==> src/rtl/conv_bias_rd_pkg.sv <==
// conv_bias_rd_pkg: state encoding and default pipeline latency for the bias read controller
package conv_bias_rd_pkg;
  typedef enum logic [2:0] {IDLE, WAIT, READ, NEXT, DRAIN, DONE} state_t;
  localparam int PIPE_LATENCY_DEF = 3;
endpackage

==> src/rtl/conv_bias_vld_pipe.sv <==
// conv_bias_vld_pipe: DEPTH-stage shift line carrying {last, valid}
module conv_bias_vld_pipe #(
  parameter int DEPTH = 3
) (
  input  logic       clk,
  input  logic       rst,
  input  logic [1:0] din,
  output logic [1:0] dout,
  output logic       empty
);
  logic [2*DEPTH-1:0] sr;
  always_ff @(posedge clk or posedge rst)
    if (rst) sr <= '0;
    else sr <= (2*DEPTH)'({sr, din});
  assign dout = sr[2*DEPTH-1 -: 2];
  // empty: nothing is left behind the output stage, so the line is clear once it retires
  always_comb begin
    empty = ~din[0];
    for (int i = 1; i < DEPTH; i++) if (sr[2*i-2]) empty = 1'b0;
  end
endmodule

==> src/rtl/conv_bias_rd_ctrl.sv <==
// conv_bias_rd_ctrl: bias FIFO read sequencer over rows x channel groups.
// Define CONV_BIAS_RD_STATS_EN to add the saturating Rd_Word_Cnt output.
module conv_bias_rd_ctrl
  import conv_bias_rd_pkg::*;
#(
  parameter int CHANNEL_OUT_NUM       = 8,
  parameter int WIDTH_FEATURE_SIZE    = 12,
  parameter int WIDTH_CHANNEL_NUM_REG = 10,
  parameter int WIDTH_BIAS_ADDR       = 7,
  parameter int PIPE_LATENCY          = PIPE_LATENCY_DEF
) (
  input  logic                             clk,
  input  logic                             rst,
  input  logic                             Start,
  input  logic [WIDTH_FEATURE_SIZE-1:0]    Row_Num_Out_REG,
  input  logic [WIDTH_FEATURE_SIZE-1:0]    Col_Num_Out_REG,
  input  logic [WIDTH_CHANNEL_NUM_REG-1:0] Channel_Out_Num_REG,
  input  logic                             fifo_ready,
  input  logic                             M_Ready,
  output logic                             rd_en_fifo,
  output logic [WIDTH_BIAS_ADDR-1:0]       bias_addr,
  output logic                             M_Valid,
  output logic                             M_Last,
  output logic                             Busy,
  output logic                             Done
`ifdef CONV_BIAS_RD_STATS_EN
  ,output logic [31:0]                     Rd_Word_Cnt
`endif
);
  localparam logic [WIDTH_FEATURE_SIZE-1:0] ONE_F = 1;
  localparam logic [WIDTH_CHANNEL_NUM_REG-1:0] ONE_C = 1;
  state_t state, nxt;
  logic [WIDTH_FEATURE_SIZE-1:0] row_reg, col_reg, word_cnt, row_cnt;
  logic [WIDTH_CHANNEL_NUM_REG-1:0] grp_reg, grp_cnt, grp_in;
  logic start_ok, zero_cfg, last_word, last_grp, last_row, pipe_empty;
  logic [1:0] pipe_out;
  assign grp_in = Channel_Out_Num_REG >> $clog2(CHANNEL_OUT_NUM);
  assign zero_cfg = grp_in == '0 || Row_Num_Out_REG == '0 || Col_Num_Out_REG == '0;
  assign start_ok = state == IDLE && Start;
  assign last_word = word_cnt == row_reg - ONE_F;
  assign last_grp = grp_cnt == grp_reg - ONE_C;
  assign last_row = row_cnt == col_reg - ONE_F;
  assign bias_addr = WIDTH_BIAS_ADDR'(grp_cnt);
  always_ff @(posedge clk or posedge rst)
    if (rst) state <= IDLE;
    else state <= nxt;
  always_comb begin
    nxt = state;
    rd_en_fifo = state == READ;
    Busy = state != IDLE;
    Done = state == DONE;
    case (state)
      IDLE:    if (Start) nxt = zero_cfg ? DONE : WAIT;
      WAIT:    if (fifo_ready && M_Ready) nxt = READ;
      READ:    if (last_word) nxt = NEXT;
      NEXT:    nxt = last_grp && last_row ? DRAIN : WAIT;
      DRAIN:   if (pipe_empty) nxt = DONE;
      DONE:    nxt = IDLE;
      default: nxt = IDLE;
    endcase
  end
  always_ff @(posedge clk or posedge rst)
    if (rst) begin
      row_reg <= '0;
      col_reg <= '0;
      grp_reg <= '0;
      word_cnt <= '0;
      row_cnt <= '0;
      grp_cnt <= '0;
    end else if (start_ok) begin
      row_reg <= Row_Num_Out_REG;
      col_reg <= Col_Num_Out_REG;
      grp_reg <= grp_in;
      word_cnt <= '0;
      row_cnt <= '0;
      grp_cnt <= '0;
    end else begin
      if (state == READ) word_cnt <= last_word ? '0 : word_cnt + ONE_F;
      if (state == NEXT) begin
        grp_cnt <= last_grp ? '0 : grp_cnt + ONE_C;
        if (last_grp) row_cnt <= row_cnt + ONE_F;
      end
    end
  conv_bias_vld_pipe #(.DEPTH(PIPE_LATENCY)) u_pipe (
    .clk(clk),
    .rst(rst),
    .din({rd_en_fifo && last_word && last_grp && last_row, rd_en_fifo}),
    .dout(pipe_out),
    .empty(pipe_empty)
  );
  assign M_Valid = pipe_out[0];
  assign M_Last = pipe_out[1];
`ifdef CONV_BIAS_RD_STATS_EN
  always_ff @(posedge clk or posedge rst)
    if (rst) Rd_Word_Cnt <= '0;
    else if (start_ok) Rd_Word_Cnt <= '0;
    else if (rd_en_fifo && ~&Rd_Word_Cnt) Rd_Word_Cnt <= Rd_Word_Cnt + 32'd1;
`endif
endmodule

==> config.mk <==
export PLATFORM = sky130hd
export DESIGN_NAME = conv_bias_rd_ctrl
export DESIGN_NICKNAME = d
export VERILOG_FILES = /design/src/rtl/conv_bias_rd_pkg.sv /design/src/rtl/conv_bias_vld_pipe.sv /design/src/rtl/conv_bias_rd_ctrl.sv
export SDC_FILE = /design/constraint.sdc
export NUM_CORES = 1
export LEC_CHECK = 0
export CORE_AREA = 2 2 98 100
export DETAILED_ROUTE_END_ITERATION = 16
export DIE_AREA = 0 0 100 102
export GPL_TIMING_DRIVEN = 0
export PLACE_DENSITY_LB_ADDON = 0.12
export SETUP_SLACK_MARGIN = 0.2
export SYNTH_ARGS = -nofsm -noshare
export SYNTH_HDL_FRONTEND = slang
export SYNTH_SLANG_ARGS = --single-unit
==> constraint.sdc <==
create_clock -name clk -period 2.63 [get_ports clk]
set_input_delay 0.3945 -clock clk [delete_from_list [all_inputs] [get_ports clk]]
set_output_delay 0.3945 -clock clk [all_outputs]
set_load 0.03 [all_outputs]
==> metrics.csv <==
stage,metric,value,unit
grt,number of global-route vias before repair,3924,
synth,Post-synth top cells,"dfrtp_1 (74), nand2_1 (39), o21ai_0 (30), mux2_2 (27), nand3_1 (26)",
synth,post-synthesis sequential area ratio,0.4001,
clock_network,number of H-tree levels,3,
clock_network,CTS root buf,clkbuf_8,
critical_path,CP bufs+invs,2,
floorplanning,total core area,9109,um2
timing,final worst-path cycle share,0.9825,
critical_path,CP Launch Type,register,
floorplanning,Starting Density,0.5081,
synth,Yosys reg bits,74,
layout,area grow syn2layout,28.52,%
synth,synth unique cells,69,
flow_run,max-cap violations,0,
synth,cell area after synthesis,4628,um2
layout,post-route cell area,5948,um2
synth,top cell type's share of synthesized area,0.4001,
clock_network,CTS buffer count,9,
power,pwr dens,946.9,nW/um2
synth,largest area contributor in the netlist,dfrtp_1,
layout,layout cells sized above 1,0.2513,
critical_path,critical path type,reg -> reg,
timing,relative slew slack,0.6072,
layout,fillcell total,774,
critical_path,CP max stage delay,0.50,ns
routing,vias per inst,5.948,
synth,"EDFF count, synth",0,
clock_network,Max Root-Sink Buffers,2,
critical_path,Top Family by Delay on Critical Path,simple AND/OR/NAND/NOR gates,
floorplanning,DIE WIDTH,100,um
timing,final setup fails,0,
clock_network,Post-CTS Hold Fix Bufs,0,
synth,Mean Syn Cell Area,9.484,um2
layout,Post-layout nets,617,
floorplanning,I/O pins,51,
floorplanning,row count,35,
timing,worst setup margin,0.04591,ns
critical_path,crit path cell chain,or3_4 -> buf_8 -> or4_4 -> a32oi_2 -> o31ai_2 -> a211o_1 -> buf_6 -> a31oi_4 -> o22ai_1,
floorplanning,Die ar.,10200,um2
clock_network,CTS tree,built,
routing,routed vias,4092,
run_status,status,"finished, final reports clean",
clock_network,# clock sinks,74,
routing,drt wl/cell,17.22,um
power,Worst VDD drop,522.9,uV
synth,ys async rst share,1.000,
timing,Fmax,387.0,MHz
routing,Post-DRT Antenna Nets,0,
synth,top-count cell post-synth,dfrtp_1,
routing,drt first pass iters,4,
layout,antenna diode count,0,
synth,ys flop type,dfrtp_1,
place,Area after DPL,5289,um2
place,# port buffers,47,
routing,detailed-route wire length,11.85,mm
routing,DR iter-0 viols,129,
synth,"top cells by area, synth","dfrtp_1 (40%), mux2_2 (6.6%), xnor2_1 (4.4%), o21ai_0 (3.2%), nand2_1 (3.2%)",
timing,Clock Skews,0.009491,ns
clock_network,clk_lat worst skew,0.36,ns
grt,GR Overflow Total,0,
critical_path,Arrival @ worst endpoint,2.82,ns
grt,largest net degree at the start of global routing,48,
place,Place WS,-0.2347,ns
timing,Least-Margin Pin Slew,0.5870,ns
min_path,hold crit path type,reg -> reg,
grt,first-pass GRT wire length,19.08,mm
grt,antenna violations before repair,0,
synth,Syn Nets,533,
critical_path,Worst Path Required,2.87,ns
critical_path,Slowest cell on crit path,or4_4,
critical_path,Critical Path End Type,register,
timing,min Tclk post-route,2.584,ns
timing,RSZ-0062 raised after global routing,true,
place,GPL Wtd Cong,0.8038,
critical_path,CP Max Fanout,5,
grt,gr usage total,0.2366,
power,LEAKAGE,2.357,nW
floorplanning,Die Y,102,um
routing,DRC Markers,0,
place,Final HPWL DP,8.207,mm
timing,"Slew Viols, Final",0,
timing,Fin. Hold Viols,0,
clock_network,clk slew on worst S/H paths,0.09,ns
synth,synth warn,0,
synth,Mapped Cells,488,
cell type report:
| class | instances | area, um2 | area share |
|---|---|---|---|
| Buffer | 30 | 197.7 | 0.03324 |
| Clock buffer | 9 | 123.9 | 0.02082 |
| Clock inverter | 7 | 53.80 | 0.009045 |
| Inverter | 14 | 55.05 | 0.009255 |
| Multi-Input combinational cell | 370 | 2821 | 0.4743 |
| Sequential cell | 74 | 1861 | 0.3128 |
| Tap cell | 111 | 138.9 | 0.02335 |
| Timing Repair Buffer | 73 | 696.9 | 0.1172 |
worst paths after layout:
| check | cells after the start | end | startpoint | slack [ns] |
|---|---|---|---|---|
| max in group asynchronous | 3 | grp_reg[5] | rst | 1.70 |
| worst max register to register | 9 | word_cnt[4] | row_reg[1] | 0.05 |
| min in group asynchronous | 2 | word_cnt[3] | rst | 0.37 |
| worst min-delay path | 0 | u_pipe.sr[5] | u_pipe.sr[3] | 0.36 |
| worst min register to register | 0 | u_pipe.sr[5] | u_pipe.sr[3] | 0.36 |
| worst max-delay path | 9 | word_cnt[4] | row_reg[1] | 0.05 |
layer usage:
metal	track usage	share of wire	vias up	wire length, um
li1	-	-	1975	-
met1	0.3079	0.44	2008	5188
met2	0.3966	0.50	87	5966
met3	0.04514	0.033	22	396
met4	0.08746	0.025	0	293
met5	0	0	-	0
cell usage in the layout, fill, tap and decap left out, types with 12 or more instances in the layout:
| cell type | instances |
|---|---|
| nor2_1 | 21 |
| mux2_2 | 27 |
| clkdlybuf4s50_1 | 45 |
| nor3_1 | 12 |
| o21ai_0 | 22 |
| xnor2_1 | 23 |
| nand3_1 | 26 |
| dfrtp_1 | 67 |
| nand2_1 | 39 |
| a21oi_1 | 17 |
| xor2_1 | 16 |
| inv_1 | 12 |
| buf_4 | 30 |
| nor4_1 | 13 |
worst reg2reg max path, cell delays in order, from the launching register on:
cell	delay, ns
dfrtp_1	0.40
or3_4	0.40
buf_8	0.13
or4_4	0.50
a32oi_2	0.19
o31ai_2	0.11
a211o_1	0.32
buf_6	0.16
a31oi_4	0.16
o22ai_1	0.08
cell families (layout without fill, tap and decap cells):
group	count (synthesis)	after routing	share of synthesized area
AO/OA/AOI/OAI	109	109	0.1633
AND/OR/NAND/NOR	183	183	0.2214
adder cells (fa/ha/maj)	6	6	0.01622
flip-flops	74	74	0.4001
XOR/XNOR	39	39	0.07380
buffers and inverters	44	133	0.04650
multiplexers	33	33	0.07867
power breakdown:
group / switching [W] / internal [W] / total, W
combinational: 0.00153 / 0.00140 / 0.00293
clock: 0.000478 / 0.000349 / 0.000827
sequential: 0.000429 / 0.00145 / 0.00187
total: 0.00243 / 0.00320 / 0.00563
metrics by stage:
stage	std cells	TNS (ns)	utilization	total power [W]	hold slack [ns]
after floorplan	488	0	-	0.003560	0.3312
after global placement	646	-69.31	0.5773	0.004064	0.3384
after detailed placement	647	-1.313	0.5806	0.004180	0.3427
after CTS	673	0	0.6170	0.005232	0.3639
after global routing	688	-0.1268	0.6530	0.006011	0.3716
final	688	0	0.6530	0.005632	0.3589
timing repair:
| action | 4_1_cts | 5_1_grt |
|---|---|---|
| pin swaps | 13 | 18 |
| buffers inserted | 10 | 14 |
| endpoints found under the setup margin | 43 | 69 |
| cloned | 0 | 1 |
| resized for setup | 21 | 61 |
(Power assumes the default switching activity.)
